File: config.mk
export PLATFORM = sky130hd
export DESIGN_NAME = ps2_keyboard_controller_flat
export DESIGN_NICKNAME = d
export VERILOG_FILES = /design/src/rtl/ps2_keyboard_controller_if.sv /design/src/rtl/ps2_keyboard_controller.sv /design/src/flat_wrapper.sv
export SDC_FILE = /design/constraint.sdc
export NUM_CORES = 1
export LEC_CHECK = 0
export BUFFER_PORTS_ARGS = -buffer_cell sky130_fd_sc_hd__buf_2
export CAP_MARGIN = 10
export CORE_MARGIN = 2
export CORE_UTILIZATION = 48
export CTS_BUF_LIST = sky130_fd_sc_hd__clkbuf_8
export DETAILED_ROUTE_END_ITERATION = 8
export PLACE_DENSITY_LB_ADDON = 0.1
export SLEW_MARGIN = 20
export SYNTH_ARGS = -nofsm -noshare
export SYNTH_HDL_FRONTEND = slang
export SYNTH_SLANG_ARGS = --single-unit
File: constraint.sdc
create_clock -name clk -period 3.6 [get_ports clk]
set_clock_uncertainty 0.15 [all_clocks]
set_input_delay 0.72 -clock clk [delete_from_list [all_inputs] [get_ports clk]]
set_output_delay 0.72 -clock clk [all_outputs]
set_load 0.01 [all_outputs]
File: src/rtl/ps2_keyboard_controller_if.sv
// Keyboard-side bundle of the PS/2 controller: raw PS/2 lines in, Hack key code
// and frame-error pulse out. The controller sits on the slave side.
interface ps2_keyboard_controller_if;
    logic        ps2_clk;
    logic        ps2_data;
    logic [15:0] kb_out;
    logic        frame_err;

    modport master (output ps2_clk, output ps2_data, input kb_out, input frame_err);
    modport slave  (input ps2_clk, input ps2_data, output kb_out, output frame_err);
endinterface

File: src/rtl/ps2_keyboard_controller.sv
// PS/2 scancode set 2 receiver and decoder producing the Hack keyboard word
// (code of the most recently pressed, still-held key, 0 when none is held).
module ps2_keyboard_controller #(
    parameter int TIMEOUT_CYCLES = 50000
) (
    input logic                      clk,
    input logic                      reset,
    ps2_keyboard_controller_if.slave bus
);
    localparam int CNT_W = $clog2(TIMEOUT_CYCLES + 1);

    typedef enum logic [1:0] {IDLE, DATA, PARITY, STOP} state_t;

    localparam logic [7:0] LETTER_CODES [26] = '{
        8'h1C, 8'h32, 8'h21, 8'h23, 8'h24, 8'h2B, 8'h34, 8'h33, 8'h43, 8'h3B,
        8'h42, 8'h4B, 8'h3A, 8'h31, 8'h44, 8'h4D, 8'h15, 8'h2D, 8'h1B, 8'h2C,
        8'h3C, 8'h2A, 8'h1D, 8'h22, 8'h35, 8'h1A};
    localparam logic [7:0] DIGIT_CODES [10] = '{
        8'h45, 8'h16, 8'h1E, 8'h26, 8'h25, 8'h2E, 8'h36, 8'h3D, 8'h3E, 8'h46};
    localparam logic [7:0] FKEY_CODES [12] = '{
        8'h05, 8'h06, 8'h04, 8'h0C, 8'h03, 8'h0B, 8'h83, 8'h0A, 8'h01, 8'h09, 8'h78, 8'h07};
    localparam logic [7:0] EXT_CODES [10] = '{
        8'h6B, 8'h75, 8'h74, 8'h72, 8'h6C, 8'h69, 8'h7D, 8'h7A, 8'h70, 8'h71};

    // bit 0 = ps2_clk, bit 1 = ps2_data
    logic [1:0]       w_ps2_in;
    logic [1:0]       r_meta;
    logic [1:0]       r_sync;
    logic             r_clk_prev;
    logic             w_fall;
    logic             w_bit;

    state_t           r_state;
    logic [2:0]       r_bit_cnt;
    logic [7:0]       r_shift;
    logic             r_parity_ok;
    logic [CNT_W-1:0] r_idle_cnt;
    logic             r_frame_err;
    logic             r_deliver;

    logic             r_ext;
    logic             r_brk;
    logic [8:0]       r_held;
    logic [15:0]      r_kb_out;
    logic [8:0]       w_id;
    logic             w_hit;
    logic [15:0]      w_code;

    assign w_ps2_in = {bus.ps2_data, bus.ps2_clk};
    assign w_fall   = r_clk_prev & ~r_sync[0];
    assign w_bit    = r_sync[1];

    always_ff @(posedge clk or posedge reset) begin
        if (reset) begin
            r_meta     <= 2'b11;
            r_sync     <= 2'b11;
            r_clk_prev <= 1'b1;
        end else begin
            r_meta     <= w_ps2_in;
            r_sync     <= r_meta;
            r_clk_prev <= r_sync[0];
        end
    end

    always_ff @(posedge clk or posedge reset) begin
        if (reset) begin
            r_state     <= IDLE;
            r_bit_cnt   <= '0;
            r_shift     <= '0;
            r_parity_ok <= 1'b0;
            r_idle_cnt  <= '0;
            r_frame_err <= 1'b0;
            r_deliver   <= 1'b0;
        end else begin
            r_frame_err <= 1'b0;
            r_deliver   <= 1'b0;
            if (w_fall) begin
                r_idle_cnt <= '0;
                case (r_state)
                    IDLE: begin
                        if (!w_bit) begin
                            r_state   <= DATA;
                            r_bit_cnt <= '0;
                        end else begin
                            r_frame_err <= 1'b1;
                        end
                    end
                    DATA: begin
                        r_shift   <= {w_bit, r_shift[7:1]};
                        r_bit_cnt <= r_bit_cnt + 3'd1;
                        if (r_bit_cnt == 3'd7)
                            r_state <= PARITY;
                    end
                    PARITY: begin
                        r_parity_ok <= ^{w_bit, r_shift};
                        r_state     <= STOP;
                    end
                    STOP: begin
                        // r_shift stays stable in IDLE, so the decoder reads the byte from it
                        if (w_bit && r_parity_ok)
                            r_deliver <= 1'b1;
                        else
                            r_frame_err <= 1'b1;
                        r_state <= IDLE;
                    end
                    default: r_state <= IDLE;
                endcase
            end else if (r_state != IDLE) begin
                if (r_idle_cnt == CNT_W'(TIMEOUT_CYCLES - 1)) begin
                    r_state     <= IDLE;
                    r_idle_cnt  <= '0;
                    r_bit_cnt   <= '0;
                    r_shift     <= '0;
                    r_frame_err <= 1'b1;
                end else if (r_idle_cnt != CNT_W'(TIMEOUT_CYCLES)) begin
                    r_idle_cnt <= r_idle_cnt + CNT_W'(1);
                end
            end else begin
                r_idle_cnt <= '0;
            end
        end
    end

    assign w_id = {r_ext, r_shift};

    always_comb begin
        w_hit  = 1'b0;
        w_code = '0;
        if (!r_ext) begin
            for (int i = 0; i < 26; i++)
                if (r_shift == LETTER_CODES[i]) begin
                    w_hit  = 1'b1;
                    w_code = 16'(65 + i);
                end
            for (int i = 0; i < 10; i++)
                if (r_shift == DIGIT_CODES[i]) begin
                    w_hit  = 1'b1;
                    w_code = 16'(48 + i);
                end
            for (int i = 0; i < 12; i++)
                if (r_shift == FKEY_CODES[i]) begin
                    w_hit  = 1'b1;
                    w_code = 16'(141 + i);
                end
            case (r_shift)
                8'h29: begin w_hit = 1'b1; w_code = 16'd32;  end
                8'h5A: begin w_hit = 1'b1; w_code = 16'd128; end
                8'h66: begin w_hit = 1'b1; w_code = 16'd129; end
                8'h76: begin w_hit = 1'b1; w_code = 16'd140; end
                default: ;
            endcase
        end else begin
            for (int i = 0; i < 10; i++)
                if (r_shift == EXT_CODES[i]) begin
                    w_hit  = 1'b1;
                    w_code = 16'(130 + i);
                end
        end
    end

    always_ff @(posedge clk or posedge reset) begin
        if (reset) begin
            r_ext    <= 1'b0;
            r_brk    <= 1'b0;
            r_held   <= '0;
            r_kb_out <= '0;
        end else if (r_frame_err) begin
            r_ext <= 1'b0;
            r_brk <= 1'b0;
        end else if (r_deliver) begin
            if (r_shift == 8'hE0) begin
                r_ext <= 1'b1;
            end else if (r_shift == 8'hF0) begin
                r_brk <= 1'b1;
            end else begin
                if (w_hit) begin
                    if (!r_brk) begin
                        r_kb_out <= w_code;
                        r_held   <= w_id;
                    end else if (r_held == w_id) begin
                        // releasing a key other than the held one must not clear it
                        r_kb_out <= '0;
                        r_held   <= '0;
                    end
                end
                r_ext <= 1'b0;
                r_brk <= 1'b0;
            end
        end
    end

    assign bus.kb_out    = r_kb_out;
    assign bus.frame_err = r_frame_err;
endmodule

File: src/flat_wrapper.sv
// flat-port wrapper written by rule: the top's interface ports become plain ports
module ps2_keyboard_controller_flat 
#(
    parameter int TIMEOUT_CYCLES = 50000
)
  (clk, reset, bus_ps2_clk, bus_ps2_data, bus_kb_out, bus_frame_err);
  ps2_keyboard_controller_if bus_i ();
  input logic clk;
  input logic reset;
  input wire logic [$bits(bus_i.ps2_clk)-1:0] bus_ps2_clk;
  input wire logic [$bits(bus_i.ps2_data)-1:0] bus_ps2_data;
  output wire logic [$bits(bus_i.kb_out)-1:0] bus_kb_out;
  output wire logic [$bits(bus_i.frame_err)-1:0] bus_frame_err;
  assign bus_i.ps2_clk = bus_ps2_clk;
  assign bus_i.ps2_data = bus_ps2_data;
  assign bus_kb_out = bus_i.kb_out;
  assign bus_frame_err = bus_i.frame_err;
  ps2_keyboard_controller #(.TIMEOUT_CYCLES(TIMEOUT_CYCLES)) u_core (.clk(clk), .reset(reset), .bus(bus_i));
endmodule
==> key figures <==
Placed design
  – DP Wirelength: 8810 um
  – Setup WS pre-CTS: about 0.10 ns
  – Port bufs: 12
  – Final GP Congestion: 1.01

Detailed routing
  – Routed Wire Length: roughly 12000 um
  – TritonRoute pass-1 iters: 5
  – Residual DRC: 0
  – Final ANT Viol Nets: 0
  – Wire per inst: 18.0 um
  – Initial DRC count: 351
  – Detailed-route via count: 4080
  – Drt via density: 6.20

Power
  – Total Power: 1.47 mW
  – Cell Pwr Density: approximately 320 nW/um2
  – P_leak: 1.95 nW
  – VDD IR max: 0.239 mV

Yosys
  – Seq cells post-synth: 56
  – Most frequent cell after synthesis: nand2_1
  – Syn avg cell area: 8.06 um2
  – Top cell type by total area after synthesis: dfrtp_1
  – Post-synthesis mux area share: 0.0122
  – Most instantiated cells after synthesis: 68 x nand2_1, 51 x dfrtp_1, 49 x nor2_1
  – Syn Inst Count: 548
  – Ys async rst share: 1.00
  – Synth Flop Type: dfrtp_1
  – Synth Cell Area: around 4400 um2
  – Post-synth top area share: 0.289
  – Synth Area in Adders: 0.0680
  – Synth top area cells: dfrtp_1 29%, ha_1 6.8%, nand2_1 5.8%
  – Complex-gate fraction of the synthesized area: 0.246
  – Synth unique cells: 71
  – Synthesis Warnings: 0
  – Count of flip-flops with a built-in enable after synthesis: 0
  – Sequential area share after synthesis: 0.319
  – Xor/xnor share of the synthesized area: 0.0516
  – Largest family of logic cells by synthesized area: compound AO/OA/AOI/OAI gates
  – Post-Synth Simple-Gate Area: 0.230

Timing
  – Final worst path period need: ~3.3 ns
  – Setup_tns: 0 ns
  – Worst slew pin tran: 0.963 ns
  – Hold Vio Cnt, Final: 0
  – Achievable frequency: about 300 MHz
  – Final period util: 0.915
  – Max Slew Vio Count: 0
  – Final critical-path setup slack: a little over 0.3 ns
  – Worst slew margin: 0.357
  – Setup repair after global routing missed its margin: false
  – Final setup fails: 0

Finish
  – Nets: 577
  – Area Growth Syn to Fin: 4.93%
  – Layout cells sized above 1: 0.116
  – Antenna diodes: 0

Clocking
  – Post-CTS Repair Setup Buffers: 0
  – TritonCTS Buffers: 5
  – CTS max path bufs: 2
  – CTS sink cnt: 56
  – H-Tree Depth: 2
  – CTS Root Cell: clkbuf_8
  – CTS tree: done
  – Latest clock arrival within the worst-skew pair: 0.31 ns
  – Clk pin slew, worst setup/hold paths: 0.10 ns

Critical path
  – Setup CP Type: flip-flop to flip-flop
  – Critical-path cell list: inv_1 -> ha_1 -> nand2_1 -> o21ai_1 -> nand2b_1 -> nor3_1 -> nand3_1 -> nand2_1 -> a2111oi_0 -> mux2_2
  – Critical path endpoint category: flip-flop
  – Critical Path Start Type: flip-flop
  – Crit-path most repeated cell: nand2_1
  – Crit path required time: 3.71 ns
  – Slowest cell on crit path: ha_1
  – Largest stage delay on the critical path: 0.65 ns
  – Crit path arrival time: 3.40 ns
  – Max FO, Critical Path: 19

Floorplanning
  – Die area: about 10000 um2
  – Die Y: 99.9 um
  – Initial core utilization: 0.501
  – Site row count: 34
  – Die width: roughly 100 um
  – # IOs: 21
  – Core area: roughly 8800 um2

Global route
  – First-pass GRT wire length: roughly 20000 um
  – Initial antenna violation count: 0
  – Largest net degree at the start of global routing: 31
  – Vias in the first global route: between 3000 and 4000
  – GRT Total Usage: 0.248
  – Remaining Overflow, GRT: 0

Run
  – Max-cap viol count: 0

Outcome
  – Outcome: finished clean

Hold path
  – Min-Delay Path Class: flip-flop to flip-flop
## report_power, final
group	internal (mW)	leakage, nW	total [mW]	switching [mW]
Sequential	0.667	0.762	0.706	0.0392
Combinational	0.135	1.14	0.413	0.278
Clock	0.139	0.0445	0.352	0.213
Total	0.940	1.95	1.47	0.531
## state kept, by name (all words and copies together), names as in the netlist
signal                count
u_core.r_ext              1
u_core.r_shift            8
u_core.r_brk              1
u_core.r_state            2
u_core.r_bit_cnt          3
u_core.r_parity_ok        1
u_core.r_clk_prev         1
u_core.r_sync             2
u_core.bus.kb_out         8
u_core.bus.frame_err      1
u_core.r_idle_cnt        16
u_core.r_meta             2
u_core.r_held             9
u_core.r_deliver          1
## critical path: cells and delay by family, from the launching register on
family	cells	cell delay (ns)
adders and majority gates	1	0.65
buffers and inverters	1	0.14
muxes	1	0.26
and+or+nand+nor	5	0.73
AOI/OAI and AO/OA	2	0.84
DFF	1	0.46
## per-layer routing
layer	routed length [um]	vias up	part of all wire	track usage
met5	0	-	0	0
met4	516	0	0.043	0.103
met2	5380	205	0.45	0.391
li1	-	1953	-	-
met1	5080	1872	0.43	0.330
met3	892	50	0.075	0.0543
## what timing repair did
item / 4_1_cts / 5_1_grt
setup endpoints to repair: 0 / 10
hold buffers: 0 / 0
gates resized for setup: 0 / 2
## worst paths after layout
| check | start | slack [ns] | cells after the start | to |
|---|---|---|---|---|
| min reg2reg | u_core.r_meta[1]$_DFF_PP1_ | 0.21 | 0 | u_core.r_sync[1]$_DFF_PP1_ |
| max reg2reg | u_core.r_shift[3]$_DFFE_PP0P_ | 0.31 | 10 | u_core.bus.kb_out[4]$_DFFE_PP0P_ |
| max in group asynchronous | reset | 2.43 | 3 | u_core.r_meta[0]$_DFF_PP1_ |
| max | u_core.r_shift[3]$_DFFE_PP0P_ | 0.31 | 10 | u_core.bus.kb_out[4]$_DFFE_PP0P_ |
| min in group asynchronous | reset | 0.23 | 2 | u_core.r_shift[5]$_DFFE_PP0P_ |
| min | u_core.r_meta[1]$_DFF_PP1_ | 0.21 | 0 | u_core.r_sync[1]$_DFF_PP1_ |
## placed cells by master (no fill, tap or decap), drive strengths merged, types with 8 or more instances in the layout
cell / count
ha: 24
xor2: 16
conb: 8
nand2: 70
nand3: 26
buf: 31
o31ai: 13
o21ai: 48
a22oi: 8
nor3: 10
xnor2: 10
and2: 8
dfrtp: 51
nand4: 10
nor2: 49
a21oi: 36
o211ai: 10
inv: 21
## cell type report
cell class                      count  area (um2)
Fill cell                         863        4170
Multi-Input combinational cell    435        2720
Sequential cell                    56        1410
Timing Repair Buffer               31         203
Tap cell                          108         135
Inverter                           20        75.1
Clock buffer                        5        68.8
Clock inverter                      3        21.3
## cell families (layout without fill, tap and decap cells)
group / after synthesis / after routing
compound gates: 164 / 164
simple gates: 208 / 208
fa+ha+maj: 24 / 24
flops: 56 / 56
buf+inv: 64 / 59
xor+xnor: 26 / 26
other cells: 1 / 8
mux: 5 / 5
## stage by stage
step           hold slack [ns]   util  cell area (um2)  cells
3_3_place_gp             0.196  0.515             4530    650
3_5_place_dp             0.197  0.515             4530    650
5_1_grt                  0.215  0.526             4630    658
4_1_cts                  0.213  0.525             4620    658
2_1_floorplan            0.195      -             4440    555
6_report                 0.210  0.526             4630    658
(Power assumes the default switching activity.)
